**config.mk**
```make
export PLATFORM = sky130hd
export DESIGN_NAME = mem_port_arbiter
export DESIGN_NICKNAME = d
export VERILOG_FILES = /design/src/rtl/mem_arb_pkg.sv /design/src/rtl/mem_beat_steer.sv /design/src/rtl/mem_port_arbiter.sv
export SDC_FILE = /design/constraint.sdc
export NUM_CORES = 1
export LEC_CHECK = 0
export CAP_MARGIN = 20
export CORE_MARGIN = 4
export CORE_UTILIZATION = 44
export CTS_CLUSTER_DIAMETER = 50
export CTS_CLUSTER_SIZE = 30
export DETAILED_ROUTE_END_ITERATION = 8
export HOLD_SLACK_MARGIN = 0.15
export PLACE_DENSITY = 0.79
export SLEW_MARGIN = 20
export SYNTH_ARGS = -nofsm -noshare
export SYNTH_HDL_FRONTEND = slang
export SYNTH_SLANG_ARGS = --single-unit
```
**constraint.sdc**
```tcl
create_clock -name CLK -period 5 [get_ports CLK]
set_input_delay 0.5 -clock CLK [delete_from_list [all_inputs] [get_ports CLK]]
set_output_delay 0.5 -clock CLK [all_outputs]
set_load 0.01 [all_outputs]
```
**src/rtl/mem_arb_pkg.sv**
```systemverilog
// Shared types and helpers for the IF/MEM byte-port arbiter.
//   size encodings, FSM state enum, grant enum, transfer payload struct,
//   and the size-to-beat-count mapping.
package mem_arb_pkg;

    localparam int unsigned DATA_W = 32;
    localparam int unsigned BYTE_W = 8;
    localparam int unsigned BEAT_W = 2;
    localparam int unsigned SIZE_W = 2;

    localparam logic [SIZE_W-1:0] SZ_BYTE = 2'b00;
    localparam logic [SIZE_W-1:0] SZ_HALF = 2'b01;
    localparam logic [SIZE_W-1:0] SZ_WORD = 2'b10;

    typedef enum logic [1:0] {
        IDLE = 2'd0,
        BUSY = 2'd1,
        RESP = 2'd2
    } state_e;

    typedef enum logic {
        GNT_IF  = 1'b0,
        GNT_MEM = 1'b1
    } grant_e;

    // Transfer attributes latched at grant
    typedef struct packed {
        logic              rw;
        logic [SIZE_W-1:0] size;
        logic [DATA_W-1:0] wdata;
    } xfer_s;

    // Number of byte beats for an access size; 2'b11 behaves as a word
    function automatic logic [2:0] beat_count(input logic [SIZE_W-1:0] size);
        case (size)
            SZ_BYTE: return 3'd1;
            SZ_HALF: return 3'd2;
            default: return 3'd4;
        endcase
    endfunction

endpackage

```
**src/rtl/mem_beat_steer.sv**
```systemverilog
// Combinational byte steering for one beat of a big-endian access.
//   size    : access size encoding
//   beat    : beat index within the access
//   wdata   : right-aligned store data
//   wbyte_c : byte of wdata sent on this beat
//   lane_c  : byte lane of the assembled read word filled by this beat
module mem_beat_steer
    import mem_arb_pkg::*;
(
    input  logic [SIZE_W-1:0] size,
    input  logic [BEAT_W-1:0] beat,
    input  logic [DATA_W-1:0] wdata,
    output logic [BYTE_W-1:0] wbyte_c,
    output logic [BEAT_W-1:0] lane_c
);

    // Beat 0 is the most significant byte of the accessed size; out-of-range
    // beats wrap modulo 4, which the caller relies on.
    always_comb begin
        lane_c  = BEAT_W'(beat_count(size) - 3'd1 - {1'b0, beat});
        wbyte_c = wdata[{lane_c, 3'b000} +: BYTE_W];
    end

endmodule

```
**src/rtl/mem_port_arbiter.sv**
```systemverilog
// Arbiter for the shared byte-wide RAM port between instruction fetch (IF)
// and load/store (MEM); each access is serialized into big-endian byte beats.
//   CLK, CLR                       : clock, async active-high reset
//   if_req/if_addr/if_rdata/if_ready : fetch request and word response
//   mem_req/mem_rw/mem_size/mem_addr/mem_wdata/mem_rdata/mem_ready
//                                  : load/store request and response
//   ram_addr/ram_we/ram_wdata/ram_rdata : byte RAM port (combinational read)
//   stall_if/stall_mem             : requester waiting, to the hazard unit
module mem_port_arbiter
    import mem_arb_pkg::*;
#(
    parameter int unsigned ADDR_W = 8
) (
    input  logic              CLK,
    input  logic              CLR,
    input  logic              if_req,
    input  logic [31:0]       if_addr,
    output logic [31:0]       if_rdata,
    output logic              if_ready,
    input  logic              mem_req,
    input  logic              mem_rw,
    input  logic [1:0]        mem_size,
    input  logic [31:0]       mem_addr,
    input  logic [31:0]       mem_wdata,
    output logic [31:0]       mem_rdata,
    output logic              mem_ready,
    output logic [ADDR_W-1:0] ram_addr,
    output logic              ram_we,
    output logic [7:0]        ram_wdata,
    input  logic [7:0]        ram_rdata,
    output logic              stall_if,
    output logic              stall_mem
);

    state_e              state_q, state_d;
    logic [BEAT_W-1:0]   cnt_q, cnt_d;
    grant_e              gnt_q, gnt_d;
    grant_e              last_q, last_d;
    logic [ADDR_W-1:0]   base_q, base_d;
    xfer_s               req_q, req_d;
    logic [DATA_W-1:0]   acc_q, acc_d;

    logic [ADDR_W-1:0]   ram_addr_d;
    logic                ram_we_d;
    logic [BYTE_W-1:0]   ram_wdata_d;
    logic [DATA_W-1:0]   if_rdata_d, mem_rdata_d;
    logic                if_ready_d, mem_ready_d;

    logic                win_mem;
    logic [SIZE_W-1:0]   st_size;
    logic [BEAT_W-1:0]   st_beat;
    logic [DATA_W-1:0]   st_wdata;
    logic [BYTE_W-1:0]   wbyte_c;
    logic [BEAT_W-1:0]   lane_c;
    logic [BEAT_W-1:0]   rd_lane;
    logic [BEAT_W-1:0]   last_beat;

    logic                unused_addr_bits;
    assign unused_addr_bits = ^{if_addr[31:ADDR_W], mem_addr[31:ADDR_W]};

    assign stall_if  = if_req & ~if_ready;
    assign stall_mem = mem_req & ~mem_ready;

    // MEM wins when alone, or on a conflict when IF had the previous grant
    assign win_mem = mem_req && (!if_req || (last_q == GNT_IF));

    // Steering looks one beat ahead so the registered byte lines up with its beat
    always_comb begin
        if (state_q == IDLE) begin
            st_size  = win_mem ? mem_size : SZ_WORD;
            st_beat  = '0;
            st_wdata = win_mem ? mem_wdata : '0;
        end else begin
            st_size  = req_q.size;
            st_beat  = BEAT_W'(cnt_q + 2'd1);
            st_wdata = req_q.wdata;
        end
    end

    mem_beat_steer u_steer (
        .size    (st_size),
        .beat    (st_beat),
        .wdata   (st_wdata),
        .wbyte_c (wbyte_c),
        .lane_c  (lane_c)
    );

    // Lane of the current beat is one above the look-ahead beat's lane
    assign rd_lane   = BEAT_W'(lane_c + 2'd1);
    assign last_beat = BEAT_W'(beat_count(req_q.size) - 3'd1);

    // Next-state and registered-output logic
    always_comb begin
        state_d     = state_q;
        cnt_d       = cnt_q;
        gnt_d       = gnt_q;
        last_d      = last_q;
        base_d      = base_q;
        req_d       = req_q;
        acc_d       = acc_q;
        ram_addr_d  = ram_addr;
        ram_we_d    = 1'b0;
        ram_wdata_d = ram_wdata;
        if_rdata_d  = if_rdata;
        mem_rdata_d = mem_rdata;
        if_ready_d  = 1'b0;
        mem_ready_d = 1'b0;

        case (state_q)
            IDLE: begin
                if (if_req || mem_req) begin
                    state_d = BUSY;
                    cnt_d   = '0;
                    acc_d   = '0;
                    gnt_d   = win_mem ? GNT_MEM : GNT_IF;
                    last_d  = gnt_d;
                    if (win_mem) begin
                        req_d  = xfer_s'{rw: mem_rw, size: mem_size, wdata: mem_wdata};
                        base_d = mem_addr[ADDR_W-1:0];
                    end else begin
                        req_d  = xfer_s'{rw: 1'b0, size: SZ_WORD, wdata: '0};
                        base_d = if_addr[ADDR_W-1:0];
                    end
                    ram_addr_d  = base_d;
                    ram_we_d    = req_d.rw;
                    ram_wdata_d = wbyte_c;
                end
            end
            BUSY: begin
                acc_d[{rd_lane, 3'b000} +: BYTE_W] = ram_rdata;
                if (cnt_q == last_beat) begin
                    state_d = RESP;
                    cnt_d   = '0;
                    if (gnt_q == GNT_MEM) begin
                        mem_rdata_d = acc_d;
                        mem_ready_d = 1'b1;
                    end else begin
                        if_rdata_d = acc_d;
                        if_ready_d = 1'b1;
                    end
                end else begin
                    cnt_d       = BEAT_W'(cnt_q + 2'd1);
                    ram_addr_d  = base_q + ADDR_W'(cnt_d);
                    ram_we_d    = req_q.rw;
                    ram_wdata_d = wbyte_c;
                end
            end
            RESP: begin
                state_d = IDLE;
            end
            default: begin
                state_d = IDLE;
            end
        endcase
    end

    // State and output registers
    always_ff @(posedge CLK or posedge CLR) begin
        if (CLR) begin
            state_q   <= IDLE;
            cnt_q     <= '0;
            gnt_q     <= GNT_IF;
            last_q    <= GNT_IF;
            base_q    <= '0;
            req_q     <= '0;
            acc_q     <= '0;
            ram_addr  <= '0;
            ram_we    <= 1'b0;
            ram_wdata <= '0;
            if_rdata  <= '0;
            mem_rdata <= '0;
            if_ready  <= 1'b0;
            mem_ready <= 1'b0;
        end else begin
            state_q   <= state_d;
            cnt_q     <= cnt_d;
            gnt_q     <= gnt_d;
            last_q    <= last_d;
            base_q    <= base_d;
            req_q     <= req_d;
            acc_q     <= acc_d;
            ram_addr  <= ram_addr_d;
            ram_we    <= ram_we_d;
            ram_wdata <= ram_wdata_d;
            if_rdata  <= if_rdata_d;
            mem_rdata <= mem_rdata_d;
            if_ready  <= if_ready_d;
            mem_ready <= mem_ready_d;
        end
    end

endmodule

```
==> flow_summary.toml <==
[final_layout]
antenna_cells = 0
drive_gt1_share_pct = 8.77
syn_to_final_growth_pct = 30.8
design_area_mm2 = 0.00971
nets = 962
final_cell_mix = "163 x dfrtp_1, 147 x clkdlybuf4s50_1, 84 x nand2_1"
final_common_cell = "dfrtp_1"
post-route-util_pct = 58.7

[setup_path]
criticalPathCategory = "input port to flip-flop"
worstPathRequired_ns = 5.34
cp_max_fo = 11
cp_top_family = "simple AND/OR/NAND/NOR gates"
cp-start-kind = "input port"
path_cells = "clkdlybuf4s50_1 > a21boi_1 > a31oi_1 > nor2b_1 > ha_1 > or3_1 > a211o_1 > and2_4 > inv_1 > ha_1 > nand2_1 > nor3_1 > a21oi_1 > o21ai_0"
worstSetupEndpointType = "flip-flop"
slowest_stage = "nor3_1"
critPathBufInv = 2
cp_common_cell = "ha_1"
cpPeakStageDelay_ns = 0.72
crit_arrival_ns = 4.74

[synthesis]
netlist_area_mm2 = 0.00742
yosys_most_used_dff = "dfrtp_1"
synth_edf_count = 0
synth.top_cell.area_share_pct = 55.0
syn_area_per_cell_um2 = 10.4
async_flop_share_pct = 100
synth_warnings = 0
synthCells = 714
yosys-top-cells-area = "dfrtp_1 55%, a22o_1 7.7%, a21oi_1 5.0%"
synth-seq-cells = 163
ys_types = 50
ys_seq_area_share_pct = 55.0
syn_nets = 834
yosys.area.top_type = "dfrtp_1"

[cts]
clock_latency_ns = 0.43
cts-root-buf = "clkbuf_16"
cts_hold_buf = 0
cts_tree = "yes"
cts_buffers = 17
clockBufferDepth = 2
cts_num_sinks = 163
cts_setup_buffers = 0
cts.clk_slew.worst_paths_ns = 0.06
cts_resized = 0
htree_levels = 4

[global_route]
grt_pass1_wl_um = 29400
grt_max_degree = 102
grt_remaining_overflow = 0
grt_pass1_vias = 5723
antenna_found_initial = 0
track_usage_pct = 19.7

[placement]
place_area_mm2 = 0.00908
dp_hpwl_um = 12500
portBuffers = 147
gp_congestion = 0.769

[die]
die_w_um = 138
fp.dieH_um = 138
io_pins = 196
fp-row-count = 47
start_util_pct = 44.9
dieArea_mm2 = 0.0190
core_mm2 = 0.0165

[run_status]
status = "complete, no violations"

[min_path]
hold_class = "flip-flop to flip-flop"

[sta]
worst_clock_skew_ns = 0.00791
period_minus_slack_ns = 4.40
fmax_ghz = 0.227
hold_viol = 0
finalSetupViolCount = 0
rsz0062_at_grt = "no"
fin_hold_ws_ns = 0.471
fin_setup_tns_ns = 0
tightestPinTransition_ns = 1.00
period_share_pct = 88.0
slew_headroom_pct = 33.2
drv_slew = 0

[pwr]
power_uw = 7310
irDropWorstVdd_v = 0.000360
p_leak_uw = 0.00420
power_density_mw_per_mm2 = 753

[drt]
wl_um = 18300
via_per_inst = 5.51
drc = 0
ant_nets = 0
num_vias = 5921
drtPass1Iterations = 5
drt_iter0_markers = 319
wl_per_cell_um = 17.0

[job]
maxCapViolCount = 0
## synthesized netlist by cell type, types with 7 or more instances
cell and instances:
a211o_1 9, mux2i_1 8, a21oi_1 74, inv_1 7, nand4_1 9, a221oi_1 16, a22oi_1 8, buf_1 11
o211ai_2 8, clkbuf_1 29, o21ai_0 52, nor2b_1 36, nand2_1 84, mux2_2 8, a211oi_1 9, nor2_1 42
a22o_1 65, buf_2 11, dfrtp_1 163, ha_1 8
## where the power goes
part	internal, uW	leakage [uW]	switching, uW
Clock	808	0.000296	551
Combinational	1660	0.00182	1970
Sequential	1930	0.00208	386
## per-stage QoR
| step | cells | setup WS [ns] |
|---|---|---|
| 2_1_floorplan | 714 | 0.0950 |
| 3_3_place_gp | 1043 | 0.264 |
| 3_5_place_dp | 1043 | 0.223 |
| 4_1_cts | 1075 | 0.635 |
| 5_1_grt | 1075 | 0.272 |
| 6_report | 1075 | 0.600 |
## sequential cells by signal (all words and copies together), names as in the netlist
name	count
state_q	2
ram_we	1
mem_rdata	32
if_rdata	32
cnt_q	2
req_q	35
ram_wdata	8
ram_addr	8
base_q	8
acc_q	32
last_q	1
if_ready	1
mem_ready	1
## per-layer routing
layer,vias to the layer above,wire length (um),GRT usage (%)
li1,2856,-,-
met1,2849,8170,27.0
met2,190,8720,31.5
met5,-,0,0
met3,26,1130,4.46
met4,0,292,6.15
## logic make-up after synthesis
kind of cell / count (synthesis) / share of synthesized area, %
compound gates: 261 / 24.1
simple gates: 194 / 12.4
flops: 163 / 55.0
buf+inv: 64 / 3.78
mux: 16 / 2.29
fa+ha+maj: 9 / 1.62
xor+xnor: 7 / 0.826
## tightest hold or removal path, stage by stage (launching register included)
cell     delay (ns)
dfrtp_1        0.34
nand2_1        0.05
nand2_1        0.05
## final cells by class
| cell class | count | area (um2) |
|---|---|---|
| inverters | 8 | 35.0 |
| fillers | 1384 | 6820 |
| multi-input cells | 487 | 3090 |
| clock inverters | 13 | 174 |
| clock buffers | 19 | 443 |
| flip-flops and latches | 163 | 4080 |
| well taps | 220 | 275 |
| repair buffers | 165 | 1610 |
## final timing paths
path | to | slack, ns | from | cells after the start
worst min register to register | ram_addr[1] | 0.47 | ram_addr[1] | 2
worst min-delay path | ram_addr[1] | 0.47 | ram_addr[1] | 2
worst max-delay path | mem_rdata[30] | 0.60 | mem_req | 14
min in group asynchronous | mem_rdata[22] | 0.63 | CLR | 2
worst max register to register | mem_rdata[30] | 0.66 | last_q | 13
max in group asynchronous | req_q[34] | 3.36 | CLR | 3
(Power assumes the default switching activity.)
